<file path="config.mk">
export PLATFORM = sky130hd
export DESIGN_NAME = wb_motor_cmd_master
export DESIGN_NICKNAME = d
export VERILOG_FILES = /design/src/rtl/wb_motor_cmd_master_pkg.sv /design/src/rtl/wb_motor_cmd_fifo.sv /design/src/rtl/wb_motor_cmd_master.sv
export SDC_FILE = /design/constraint.sdc
export NUM_CORES = 1
export LEC_CHECK = 0
export ABC_AREA = 1
export BUFFER_PORTS_ARGS = -buffer_cell sky130_fd_sc_hd__buf_2
export CELL_PAD_IN_SITES_DETAIL_PLACEMENT = 1
export CELL_PAD_IN_SITES_GLOBAL_PLACEMENT = 1
export CORE_MARGIN = 1.5
export CORE_UTILIZATION = 35
export DETAILED_ROUTE_END_ITERATION = 6
export PLACE_DENSITY_LB_ADDON = 0.1
export SKIP_LAST_GASP = 1
export SLEW_MARGIN = 0
export SYNTH_ARGS = -nofsm -noshare
export SYNTH_HDL_FRONTEND = slang
export SYNTH_HIERARCHICAL = 1
export SYNTH_SLANG_ARGS = --single-unit
</file>
<file path="constraint.sdc">
create_clock -name clk -period 4.14 [get_ports clk]
set_input_delay 0.414 -clock clk [delete_from_list [all_inputs] [get_ports clk]]
set_output_delay 0.414 -clock clk [all_outputs]
set_load 0.005 [all_outputs]
</file>
<file path="src/rtl/wb_motor_cmd_master_pkg.sv">
// Shared definitions for the motor command Wishbone initiator:
// register map of the motor slave, command entry layout, FSM states.
package wb_motor_cmd_master_pkg;

    // Register offsets inside one motor's window
    localparam logic [31:0] CMD_OFS         = 32'h0;
    localparam logic [31:0] STATUS_OFS      = 32'h4;
    localparam int          STATUS_BUSY_BIT = 0;

    // Motors 0..5 exist; 6 and 7 are rejected
    localparam logic [2:0]  MAX_MOTOR       = 3'd5;

    typedef enum logic [2:0] {
        ST_IDLE,
        ST_WRITE,
        ST_GAP,
        ST_READ,
        ST_DONE
    } state_t;

    typedef struct packed {
        logic [2:0]  motor;
        logic        dir;
        logic [15:0] steps;
    } cmd_t;

    localparam int CMD_W = $bits(cmd_t);

    // Byte address of a motor's command or status register
    function automatic logic [31:0] motor_adr(input logic [31:0] base,
                                              input logic [31:0] stride,
                                              input logic [2:0]  motor,
                                              input logic        status);
        return base + stride * {29'b0, motor} + (status ? STATUS_OFS : CMD_OFS);
    endfunction

endpackage

</file>
<file path="src/rtl/wb_motor_cmd_fifo.sv">
// Small synchronous command queue. A pop and a push may share a cycle
// even when full: the departing head frees the slot being written.
module wb_motor_cmd_fifo #(
    parameter int DEPTH = 4,
    parameter int W     = 20
) (
    input  logic         clk,
    input  logic         rst,
    input  logic         push,
    input  logic         pop,
    input  logic [W-1:0] wdata,
    output logic [W-1:0] rdata,
    output logic         full,
    output logic         empty
);
    localparam int AW = $clog2(DEPTH);

    logic [W-1:0]  mem [DEPTH];
    logic [AW-1:0] wptr, rptr;
    logic [AW:0]   count;
    logic          do_push, do_pop;

    assign full    = (count == (AW+1)'(DEPTH));
    assign empty   = (count == '0);
    assign do_pop  = pop && !empty;
    assign do_push = push && (!full || do_pop);
    assign rdata   = mem[rptr];

    // Storage array, no reset needed
    always_ff @(posedge clk) begin
        if (do_push) mem[wptr] <= wdata;
    end

    // Pointer and occupancy tracking
    always_ff @(posedge clk or negedge rst) begin
        if (!rst) begin
            wptr  <= '0;
            rptr  <= '0;
            count <= '0;
        end else begin
            if (do_push) wptr <= wptr + 1'b1;
            if (do_pop)  rptr <= rptr + 1'b1;
            case ({do_push, do_pop})
                2'b10:   count <= count + 1'b1;
                2'b01:   count <= count - 1'b1;
                default: count <= count;
            endcase
        end
    end

endmodule

</file>
<file path="src/rtl/wb_motor_cmd_master.sv">
// Wishbone classic initiator: writes queued move commands to the motor
// slave and polls its status register until the move finishes.
module wb_motor_cmd_master
    import wb_motor_cmd_master_pkg::*;
#(
    parameter logic [31:0] BASE_ADR     = 32'h0000_0008,
    parameter int          MOTOR_STRIDE = 8,
    parameter int          FIFO_DEPTH   = 4,
    parameter int          POLL_GAP     = 16,
    parameter int          ACK_TIMEOUT  = 64
) (
    input  logic        clk,
    input  logic        rst,
    input  logic        cmd_valid,
    output logic        cmd_ready,
    input  logic [2:0]  cmd_motor,
    input  logic        cmd_dir,
    input  logic [15:0] cmd_steps,
    output logic [31:0] wb_adr_o,
    output logic [31:0] wb_dat_o,
    input  logic [31:0] wb_dat_i,
    output logic        wb_we_o,
    output logic [3:0]  wb_sel_o,
    output logic        wb_cyc_o,
    output logic        wb_stb_o,
    input  logic        wb_ack_i,
    output logic        busy,
    output logic        done,
    output logic        err
);
    localparam int CNT_MAX = (POLL_GAP > ACK_TIMEOUT) ? POLL_GAP : ACK_TIMEOUT;
    localparam int CW      = $clog2(CNT_MAX + 1);

    state_t        state_q, state_d;
    cmd_t          head, cur_q, cmd_in;
    logic          fifo_full, fifo_empty, push, pop;
    logic          load, set_err, ack_ok, tmo, gap_end, bus_active;
    logic [CW-1:0] cnt_q;
    logic          unused_dat;

    assign unused_dat = ^wb_dat_i[31:1];

    assign cmd_in    = '{motor: cmd_motor, dir: cmd_dir, steps: cmd_steps};
    // A pop this cycle frees a slot, so a full queue can still accept
    assign cmd_ready = rst && (!fifo_full || pop);
    assign push      = cmd_valid && cmd_ready;

    wb_motor_cmd_fifo #(
        .DEPTH (FIFO_DEPTH),
        .W     (CMD_W)
    ) u_fifo (
        .clk   (clk),
        .rst   (rst),
        .push  (push),
        .pop   (pop),
        .wdata (cmd_in),
        .rdata (head),
        .full  (fifo_full),
        .empty (fifo_empty)
    );

    // The first cycle of every bus cycle is a forced wait cycle, so an
    // ack is only taken once the counter has moved past zero
    assign ack_ok  = wb_ack_i && (cnt_q != '0);
    assign tmo     = (cnt_q == CW'(ACK_TIMEOUT - 1));
    assign gap_end = (cnt_q == CW'(POLL_GAP - 1));

    // Next-state and queue control
    always_comb begin
        state_d = state_q;
        pop     = 1'b0;
        load    = 1'b0;
        set_err = 1'b0;
        case (state_q)
            ST_IDLE: begin
                if (!fifo_empty) begin
                    if (head.motor > MAX_MOTOR) begin
                        set_err = 1'b1;
                        pop     = 1'b1;
                    end else begin
                        load    = 1'b1;
                        state_d = ST_WRITE;
                    end
                end
            end
            ST_WRITE: begin
                if (ack_ok) begin
                    state_d = ST_GAP;
                end else if (tmo) begin
                    set_err = 1'b1;
                    pop     = 1'b1;
                    state_d = ST_IDLE;
                end
            end
            ST_GAP: begin
                if (gap_end) state_d = ST_READ;
            end
            ST_READ: begin
                if (ack_ok) begin
                    state_d = wb_dat_i[STATUS_BUSY_BIT] ? ST_GAP : ST_DONE;
                end else if (tmo) begin
                    set_err = 1'b1;
                    pop     = 1'b1;
                    state_d = ST_IDLE;
                end
            end
            ST_DONE: begin
                pop     = 1'b1;
                state_d = ST_IDLE;
            end
            default: state_d = ST_IDLE;
        endcase
    end

    // State, working command, shared gap/timeout counter, sticky error
    always_ff @(posedge clk or negedge rst) begin
        if (!rst) begin
            state_q <= ST_IDLE;
            cur_q   <= '0;
            cnt_q   <= '0;
            err     <= 1'b0;
        end else begin
            state_q <= state_d;
            if (load) cur_q <= head;
            if (state_d != state_q)         cnt_q <= '0;
            else if (cnt_q != CW'(CNT_MAX)) cnt_q <= cnt_q + 1'b1;
            if (set_err) err <= 1'b1;
        end
    end

    // Bus outputs decode straight from state so reset clears them at once
    always_comb begin
        bus_active = (state_q == ST_WRITE) || (state_q == ST_READ);
        wb_cyc_o   = bus_active;
        wb_stb_o   = bus_active;
        wb_we_o    = (state_q == ST_WRITE);
        wb_sel_o   = bus_active ? 4'hF : 4'h0;
        wb_adr_o   = bus_active ? motor_adr(BASE_ADR, 32'(MOTOR_STRIDE), cur_q.motor,
                                            state_q == ST_READ) : 32'h0;
        wb_dat_o   = (state_q == ST_WRITE) ? {15'b0, cur_q.dir, cur_q.steps} : 32'h0;
        done       = (state_q == ST_DONE);
        busy       = (state_q != ST_IDLE) || !fifo_empty;
    end

endmodule
</file>
==> qor.csv, run 1 <==
stage,metric,value,unit
clock_tree,CTS Buf Count,17,
grt,GR met1 Demand/Resource,19.5,%
finish,Area Growth Syn to Fin,17.8,%
finish,Fill cells,1694,
drt,via count,3559,
critical_path,element type at the critical path end,flop,
placement,Port Buf Inserts,57,
drt,initial DRC count,84,
synthesis,syn avg cell area,10.8,um^2
drt,post-route ant nets,0,
clock_tree,H-Tree Depth,4,
sta,Highest Clock Rate,338,MHz
critical_path,CP arrival,3.06,ns
sta,Slew @ Worst Pin,0.535,ns
floorplan,Core Region,0.0152,mm^2
drt,First-pass DRT Iterations,4,
clock_tree,Setup Buffers After CTS,0,
critical_path,cell family with the largest share of critical-path delay,simple AND/OR/NAND/NOR gates,
finish,Layout Cells excl Fill,767,
drt,post-DR wirelength/cell,15.5,um
critical_path,Critical Path Start,u_fifo/rptr[0],
grt,global-route wire length before repair,19.2,mm
grt,met3 usage in global routing,4.55,%
clock_tree,CTS Hold Buffers Added,0,
finish,layout cells sized above 1,23.5,%
grt,grt ovf,0,
grt,GR peak layer,met2,
sta,Final Hold Viols,0,
critical_path,crit-path cells,inv_2 > nor2_1 > o22ai_1 > nand2_1 > nor2_1 > nand2_1 > nand4_1 > nand2_1 > nor2_1 > o21ai_4 > nor2_1 > buf_4,
floorplan,initial core utilization,35.9,%
grt,M2 GR Usage,26.2,%
clock_tree,CTS Buffer Depth,2,
placement,placed cell count,735,
placement,post-DP HPWL,7.87,mm
clock_tree,Clock Tree Root,clkbuf_16,
sta,Relative slew margins,64.3,%
critical_path,Crit path required time,4.24,ns
power_and_ir_drop,VDD IR max,0.000325,V
grt,largest net degree at the start of global routing,41,
grt,vias in the first global route,3648,
synthesis,Post-synth EDFFs,80,
drt,DRT Wirelength,11.9,mm
critical_path,WP buf/inv,2,
clock_tree,cts repair resizes,0,
sta,max-slew violation count,0,
clock_tree,Worst-path clk slew,0.05,ns
synthesis,#FFs+latches synth,118,
critical_path,largest fanout on the critical path,15,
floorplan,die area,0.0163,mm^2
drt,DRC errors left,0,
grt,antenna violations before repair,0,
critical_path,Worst path slowest cell,dfrtp_1,
grt,GR Util All Layers,15.9,%
synthesis,register area share after synthesis,61.5,%
critical_path,CP startpoint kind,flop,
power_and_ir_drop,total power draw,4.87,mW
synthesis,Syn Inst Count,503,
synthesis,ys async rst share,32.2,%
floorplan,Ports,131,
clock_tree,clock sinks,118,
job,max_cap viols,0,
synthesis,post-synth cell types,36,
synthesis,Yosys warning count,6,
floorplan,num rows,45,
clock_tree,CTS tree,done,
sta,setup repair after global routing missed its margin,false,
clock_tree,Clock Latency Late Sink,0.42,ns
critical_path,RR Startpoint,u_fifo/rptr[0],
power_and_ir_drop,PD cells,757,mW/mm^2
critical_path,crit-path most repeated cell,nor2_1,
floorplan,Die X-Extent,128,um
run_status,outcome,completed,
critical_path,Worst path max stage delay,0.56,ns
critical_path,critical path class,reg -> reg,
synthesis,Synth Flop Type,edfxtp_1,
worst_hold_path,hold crit path type,in -> async,
floorplan,Die Height,128,um
drt,Via-to-Cell Ratio,4.64,
synthesis,Mapped Area,0.00546,mm^2
sta,final period utilization,71.4,%
power_and_ir_drop,leakage power,2.75,nW
finish,Layout Nets,630,
sta,final setup fails,0,
placement,GP Congestion,0.725,
finish,Antenna Cells,0,
sta,minimum clock period after layout,2.96,ns
sta,Final Skew,0.00958,ns
sta,TNS Setup,0,ns
==> cell usage after synthesis (all sizes together) (3+ instances only) <==
cell    instances  share of area [%]
nand4           3               0.34
xor2            6               0.96
clkbuf          3               0.21
dfrtp          38                 17
edfxtp         80                 44
o21ai          65                7.6
o22ai          20                2.3
nand2          49                3.8
buf            61                8.2
nand3          13                1.4
ha              7                1.6
nor2           89                6.4
a21oi           3               0.28
inv            54                3.7
==> layout make-up <==
class                   count  area [um^2]  share of cell area [%]
flip-flops and latches    118         3350                    52.2
multi-input cells         307         1590                    24.7
clock buffers              24          502                    7.80
repair buffers             67          398                    6.19
well taps                 188          235                    3.66
inverters                  55          211                    3.29
clock inverters             8          144                    2.24
==> worst paths after layout <==
kind | slack, ns | cells past startpoint | end
setup / recovery | 1.18 | 12 | u_fifo/mem[0][18]
hold / removal | 0.06 | 2 | cur_q[9]
setup reg to reg | 1.18 | 12 | u_fifo/mem[0][18]
hold reg to reg | 0.47 | 1 | err
max in group asynchronous | 3.71 | 2 | cur_q[15]
min in group clk | 0.21 | 1 | u_fifo/mem[1][4]
==> routing by layer <==
layer	share of wire [%]	wire length, um
met5	0	0
met1	45	5410
met4	2.0	234
met3	4.1	485
met2	49	5790
==> metrics by stage <==
step / util, % / instance area (um^2) / setup slack [ns] / hold slack [ns]
after floorplan: - / 5610 / 1.18 / 0.118
after global placement: 38.0 / 5780 / 1.17 / 0.461
after detailed placement: 38.0 / 5780 / 1.14 / 0.472
after CTS: 42.3 / 6430 / 1.11 / 0.0763
after global routing: 42.3 / 6430 / 0.829 / 0.0951
final: 42.3 / 6430 / 1.18 / 0.0609
==> sequential cells by signal, indices dropped and copies added, names as in the netlist <==
register and flops:
u_fifo/mem 80, cur_q 20, err 1, state_q 3, u_fifo/wptr 2, u_fifo/count 3
cnt_q 7, u_fifo/rptr 2
==> where the power goes <==
group | total, mW | internal, mW | switching, mW
sequential | 1.65 | 1.52 | 0.135
combinational | 1.63 | 0.566 | 1.07
clock | 1.58 | 1.08 | 0.500
total | 4.87 | 3.17 | 1.70
==> kinds of logic (layout without fill, tap and decap cells) <==
logic type / Yosys count / in the layout / synth area share [%]
DFF: 118 / 118 / 61.5
and+or+nand+nor: 160 / 160 / 12.6
other: 1 / 42 / 0.0687
buffers and inverters: 119 / 154 / 12.3
adders and majority gates: 8 / 8 / 1.97
AOI/OAI and AO/OA: 90 / 90 / 10.5
xor gates and xnor gates: 7 / 7 / 1.12
==> worst reg2reg max path, cell delays in order (launching register included) <==
cell and delay (ns):
dfrtp_1 0.56, inv_2 0.33, nor2_1 0.07, o22ai_1 0.29
nand2_1 0.10, nor2_1 0.09, nand2_1 0.10, nand4_1 0.11
nand2_1 0.07, nor2_1 0.31, o21ai_4 0.17, nor2_1 0.16
buf_4 0.28
==> placed cells by master (no fill, tap or decap), drive strengths merged <==
cell and instances:
clkinv 5, edfxtp 80, bufinv 4, clkbuf 24, nor3 2, fa 1
xnor2 1, buf 67, nand3b 2, nand4 3, conb 42, nand3 13
xor2 6, nor4 1, o22ai 20, ha 7, a21oi 3, dfrtp 38
or2 1, inv 54, o21ai 65, o31ai 1, nand2 49, a21o 1
nor2 89
(Power assumes the default switching activity.)
==> run 2, diff against run 1 <==
clock period = 2.5 ns   (was 4.14 ns; I/O delays follow)
==> qor.csv, run 2 (same netlist as run 1, synthesis figures left out) <==
stage,metric,value,unit,change
run_status,outcome,completed,,
critical_path,Crit path required time,2.84,ns,-1.40 ns
clock_tree,CTS tree,done,,
floorplan,die area,0.0163,mm^2,unchanged
grt,GR Util All Layers,15.9,%,about the same
sta,final setup fails,0,,unchanged
drt,DRC errors left,0,,unchanged
drt,via count,3607,,+1.3%
critical_path,critical path class,reg -> reg,,
sta,Highest Clock Rate,421,MHz,+24%
grt,antenna violations before repair,0,,unchanged
grt,vias in the first global route,3751,,+2.8%
floorplan,Core Region,0.0152,mm^2,unchanged
job,max_cap viols,0,,unchanged
sta,minimum clock period after layout,2.38,ns,-0.581 ns
power_and_ir_drop,VDD IR max,0.000592,V,+82%
power_and_ir_drop,leakage power,2.84,nW,+3.4%
critical_path,CP startpoint kind,flop,,
clock_tree,Clock Tree Root,clkbuf_16,,
sta,final period utilization,95.0,%,+24 points
grt,global-route wire length before repair,19.4,mm,+0.86%
clock_tree,Worst-path clk slew,0.05,ns,about the same
finish,Layout Nets,643,,+2.1%
drt,initial DRC count,94,,+12%
finish,max reg flops,80,,unchanged
placement,post-DP HPWL,7.82,mm,-0.70%
sta,Slew @ Worst Pin,0.516,ns,-0.0194 ns
finish,Area Growth Syn to Fin,22.0,%,
finish,biggest regs,"u_fifo/mem x80, cur_q x20, cnt_q x7",,
finish,fin util,43.8,%,+1.5 points
finish,Layout Cells excl Fill,780,,+1.7%
clock_tree,H-Tree Depth,4,,unchanged
placement,placed cell count,744,,+1.2%
sta,Final Skew,0.00611,ns,-0.00347 ns
floorplan,Die X-Extent,128,um,unchanged
sta,setup repair after global routing missed its margin,true,,
finish,most frequent cells in the layout,"82 x nor2_1, 80 x edfxtp_1, 57 x buf_2",,
finish,layout cells sized above 1,26.5,%,+3.0 points
clock_tree,clock sinks,118,,unchanged
grt,grt ovf,0,,unchanged
floorplan,num rows,45,,unchanged
sta,hold slack,0.0446,ns,-0.0163 ns
clock_tree,CTS Buffer Depth,2,,unchanged
drt,First-pass DRT Iterations,4,,unchanged
placement,Port Buf Inserts,57,,unchanged
floorplan,Die Height,128,um,unchanged
placement,Post-Place Cell Area,0.00587,mm^2,+1.6%
floorplan,Ports,131,,unchanged
clock_tree,CTS Buf Count,17,,unchanged
finish,Final Cell Area,0.00665,mm^2,+3.5%
sta,Final Hold Viols,0,,unchanged
floorplan,initial core utilization,35.9,%,unchanged
drt,DRT Wirelength,12.2,mm,+2.3%
sta,TNS Setup,0,ns,unchanged
finish,Antenna Cells,0,,unchanged
finish,"most common cell after layout, fill and taps aside",nor2_1,,
critical_path,largest fanout on the critical path,8,,-7
sta,Relative slew margins,65.6,%,+1.3 points
power_and_ir_drop,PD cells,1280,mW/mm^2,+68%
critical_path,element type at the critical path end,flop,,
worst_hold_path,hold crit path type,in -> reg,,
sta,max-slew violation count,0,,unchanged
drt,Via-to-Cell Ratio,4.62,,-0.34%
clock_tree,Clock Latency Late Sink,0.42,ns,about the same
finish,"Most flops, register",u_fifo/mem,,
placement,GP Congestion,0.750,,+3.5%
drt,post-route ant nets,0,,unchanged
drt,post-DR wirelength/cell,15.6,um,+0.55%
grt,largest net degree at the start of global routing,41,,unchanged
critical_path,CP arrival,2.72,ns,-0.34 ns
==> run 2: cell types whose count changed in the layout (fill, tap and decap cells not counted), sizes merged <==
cell,before,now
dlygate4sd3,0,1
buf,67,77
clkinv,5,7
clkbuf,24,19
clkinvlp,0,2
bufinv,4,7
==> run 2: metrics by stage <==
stage	setup slack, ns	total power [mW]
after floorplan	-0.149	4.85
after global placement	0.0317	5.59
after detailed placement	-0.00177	5.68
after CTS	0.00442	8.55
after global routing	-0.0329	9.05
final	0.125	8.49
==> run 2: worst paths after layout <==
path,from,to,slack (ns),cells after the start
max,u_fifo/rptr[0],u_fifo/count[1],0.12,15
min,cmd_steps[4],u_fifo/mem[1][4],0.04,1
max reg2reg,u_fifo/rptr[0],u_fifo/count[1],0.12,15
min reg2reg,err,err,0.47,1
min in group asynchronous,rst,u_fifo/count[0],0.46,3
max in group asynchronous,rst,u_fifo/rptr[0],1.66,3
==> run 2: final cells by class <==
class,count,area (um^2)
timing repair buffer,80,546
sequential,118,3350
fill,1706,8550
clock buffer,17,425
tap,188,235
clock inverter,15,258
inverter,55,214
multi-input combinational,307,1620
==> run 2: critical path: stages, from the launching register on <==
cell and delay (ns):
dfrtp_2 0.47, inv_4 0.12, nor2_1 0.05, o22ai_1 0.22
nand2_1 0.09, nor2_1 0.11, nand2_1 0.09, nand4_1 0.11
nand2_1 0.07, nor2_1 0.09, buf_4 0.14, nand3b_2 0.14
fa_1 0.42, inv_1 0.07, nand2_1 0.05, o21ai_1 0.06
==> run 2: power by group <==
group	leakage (nW)	switching, mW	internal (mW)
registers	1.20	0.203	2.52
logic	1.32	1.89	1.06
clock network	0.330	0.861	1.96
==> run 2: what timing repair did <==
| item | CTS | global route |
|---|---|---|
| hold buffers | 1 | 0 |
| endpoints found under the setup margin | 2 | 82 |
| cloned | 0 | 2 |
| setup buffers | 0 | 1 |
| hold endpoints to repair | 38 | 0 |
| gates resized for setup | 1 | 6 |
==> run 2: per-layer routing <==
metal  track usage (%)  share of wire, %
met4              7.53               2.1
met1              19.7                45
met3              3.80               3.3
met5                 0                 0
met2              26.4                49
==> run 3, diff against run 2 <==
ABC_AREA = unset   (was 1)
==> qor.csv, run 3 <==
stage,metric,value,unit,change
finish,"most common cell after layout, fill and taps aside",edfxtp_1,,
critical_path,largest fanout on the critical path,2,,-6
drt,DRC errors left,0,,unchanged
power_and_ir_drop,PD cells,1160,mW/mm^2,-9.0%
finish,biggest regs,"u_fifo/mem x80, cur_q x20, cnt_q x7",,
grt,largest net degree at the start of global routing,39,,-4.9%
floorplan,die area,0.0163,mm^2,-0.29%
synthesis,post-synth cell types,52,,+44%
run_status,failing checks,negative setup slack,,
synthesis,Synth area leader,edfxtp_1,,
placement,Post-Place Cell Area,0.00616,mm^2,+4.8%
finish,Layout Nets,527,,-18%
drt,initial DRC count,169,,+80%
synthesis,syn avg cell area,15.3,um^2,+41%
floorplan,Core Region,0.0152,mm^2,unchanged
finish,Area Growth Syn to Fin,25.9,%,
finish,"Most flops, register",u_fifo/mem,,
floorplan,initial core utilization,35.8,%,-0.11 points
clock_tree,CTS Buf Count,17,,unchanged
grt,GR Util All Layers,15.9,%,-0.065 points
placement,Port Buf Inserts,57,,unchanged
finish,most frequent cells in the layout,"80 x edfxtp_1, 57 x buf_2, 43 x buf_4",,
drt,DRT Wirelength,11.8,mm,-3.2%
sta,post-route setup slack,-0.214,ns,-0.339 ns
clock_tree,Clock Tree Root,clkbuf_16,,
finish,max reg flops,80,,unchanged
placement,post-DP HPWL,7.54,mm,-3.6%
clock_tree,clock sinks,118,,unchanged
sta,setup repair after global routing missed its margin,true,,
sta,Final Skew,0.00802,ns,+0.00191 ns
drt,Via-to-Cell Ratio,4.73,,+2.3%
synthesis,top-count cell post-synth,edfxtp_1,,
job,max_cap viols,0,,unchanged
sta,final setup fails,83,,+83
synthesis,Post-synth EDFFs,80,,unchanged
synthesis,most instantiated cells after synthesis,"80 x edfxtp_1, 49 x buf_4, 38 x dfrtp_1",,
synthesis,Syn Inst Count,355,,-29%
finish,layout cells sized above 1,42.6,%,+16 points
sta,minimum clock period after layout,2.71,ns,+0.339 ns
sta,max-slew violation count,0,,unchanged
sta,Final Hold Viols,0,,unchanged
run_status,outcome,finished with violations,,
floorplan,Ports,131,,unchanged
drt,post-route ant nets,0,,unchanged
grt,global-route wire length before repair,18.9,mm,-2.6%
synthesis,Yosys warning count,6,,unchanged
sta,Highest Clock Rate,368,MHz,-12%
clock_tree,H-Tree Depth,4,,unchanged
finish,Final Cell Area,0.00685,mm^2,+2.9%
synthesis,Synth area leaders,"edfxtp_1 44%, dfrtp_1 17%, mux4_2 8.3%",,
critical_path,CP startpoint kind,flop,,
grt,vias in the first global route,3332,,-11%
grt,grt ovf,0,,unchanged
synthesis,ys async rst share,32.2,%,unchanged
floorplan,Die Height,128,um,-0.14%
synthesis,top-area cell type share of the netlist area,44.2,%,+0.13 points
clock_tree,Worst-path clk slew,0.06,ns,about the same
power_and_ir_drop,total power draw,7.95,mW,-6.4%
placement,GP Congestion,0.722,,-3.8%
worst_hold_path,hold crit path type,in -> reg,,
clock_tree,CTS Buffer Depth,2,,unchanged
grt,antenna violations before repair,1,,+1
drt,via count,3145,,-13%
synthesis,#FFs+latches synth,118,,unchanged
drt,post-DR wirelength/cell,17.7,um,+14%
clock_tree,Clock Latency Late Sink,0.42,ns,about the same
sta,Relative slew margins,61.3,%,-4.4 points
power_and_ir_drop,VDD IR max,0.000779,V,+32%
critical_path,CP arrival,3.05,ns,+0.33 ns
floorplan,Die X-Extent,128,um,-0.14%
drt,First-pass DRT Iterations,4,,unchanged
power_and_ir_drop,leakage power,2.88,nW,+1.3%
clock_tree,CTS tree,done,,
critical_path,Crit path required time,2.84,ns,about the same
synthesis,Mapped Area,0.00544,mm^2,-0.30%
finish,fin util,45.0,%,+1.3 points
critical_path,element type at the critical path end,flop,,
sta,Slew @ Worst Pin,0.581,ns,+0.0653 ns
sta,final period utilization,109,%,+14 points
synthesis,register area share after synthesis,61.7,%,+0.18 points
synthesis,Synth Flop Type,edfxtp_1,,
floorplan,num rows,45,,unchanged
critical_path,critical path class,reg -> reg,,
run 3: cell count changes in the layout (fill, tap and decap cells not counted), sizes merged, moves of 19 or more:
cell   previous run  this run
and3              0        20
o22ai            20         0
nand2            49         8
mux2              0        19
inv              54        19
buf              77       108
nor2             89        19
mux4              0        20
o21ai            65         3
run 3: layer usage:
layer	GRT usage [%]	vias up	wire length, um
met4	4.76	0	123
met1	20.0	1600	5230
met5	0	-	0
li1	-	1439	-
met2	26.4	94	5890
met3	5.01	12	564
run 3: metrics by stage:
step                setup TNS (ns)  hold slack, ns  setup slack [ns]  instances
finish                       -2.82          0.0471            -0.214        665
CTS                         -10.44          0.0262            -0.320        662
detailed placement          -13.77           0.417            -0.388        627
global route                -11.43          0.0304            -0.348        664
global placement            -14.89           0.425            -0.322        627
floorplan                    -4.35         -0.0456            -0.544        396
run 3: cell type report:
class / count / area [um^2]
diodes: 1 / 2.50
clock buffers: 17 / 425
clock inverters: 15 / 168
fillers: 1550 / 8350
inverters: 12 / 45.0
multi-input cells: 205 / 1840
flip-flops and latches: 118 / 3350
well taps: 188 / 235
repair buffers: 109 / 778
run 3: power by group:
group | switching (mW) | internal, mW
registers | 0.216 | 2.51
logic | 1.33 | 1.45
clock network | 0.958 | 1.49
run 3: what timing repair did:
item	4_1_cts	5_1_grt
gates resized for setup	9	1
endpoints found under the hold margin	38	0
buffers inserted	2	2
endpoints found under the setup margin	84	85
hold buffers	1	0
pin swaps	10	6
run 3: kinds of logic after synthesis:
logic type | Yosys count | share of synthesized area (%)
buf+inv | 73 | 9.09
xor+xnor | 12 | 1.93
compound gates | 20 | 3.11
flops | 118 | 61.7
other cells | 1 | 0.0689
mux | 41 | 13.3
simple gates | 82 | 8.90
fa+ha+maj | 8 | 1.98
run 3: worst paths after layout:
kind / start / to / slack [ns] / depth (start not counted)
setup / recovery: cnt_q[0] / u_fifo/count[2] / -0.21 / 11
hold / removal: cmd_steps[12] / u_fifo/mem[2][12] / 0.05 / 1
setup reg to reg: cnt_q[0] / u_fifo/count[2] / -0.21 / 11
hold reg to reg: err / err / 0.47 / 2
max in group asynchronous: rst / u_fifo/rptr[0] / 1.59 / 3
min in group asynchronous: rst / err / 0.48 / 3
run 3: critical path, cell delays in order, from the launching register on:
cell	delay (ns)
dfrtp_1	0.38
ha_1	0.22
and4b_1	0.20
nor3b_2	0.15
buf_4	0.14
a2111oi_4	0.33
nor3b_2	0.09
or2b_1	0.24
fa_2	0.34
nand2b_4	0.15
o32ai_4	0.22
xor2_1	0.17
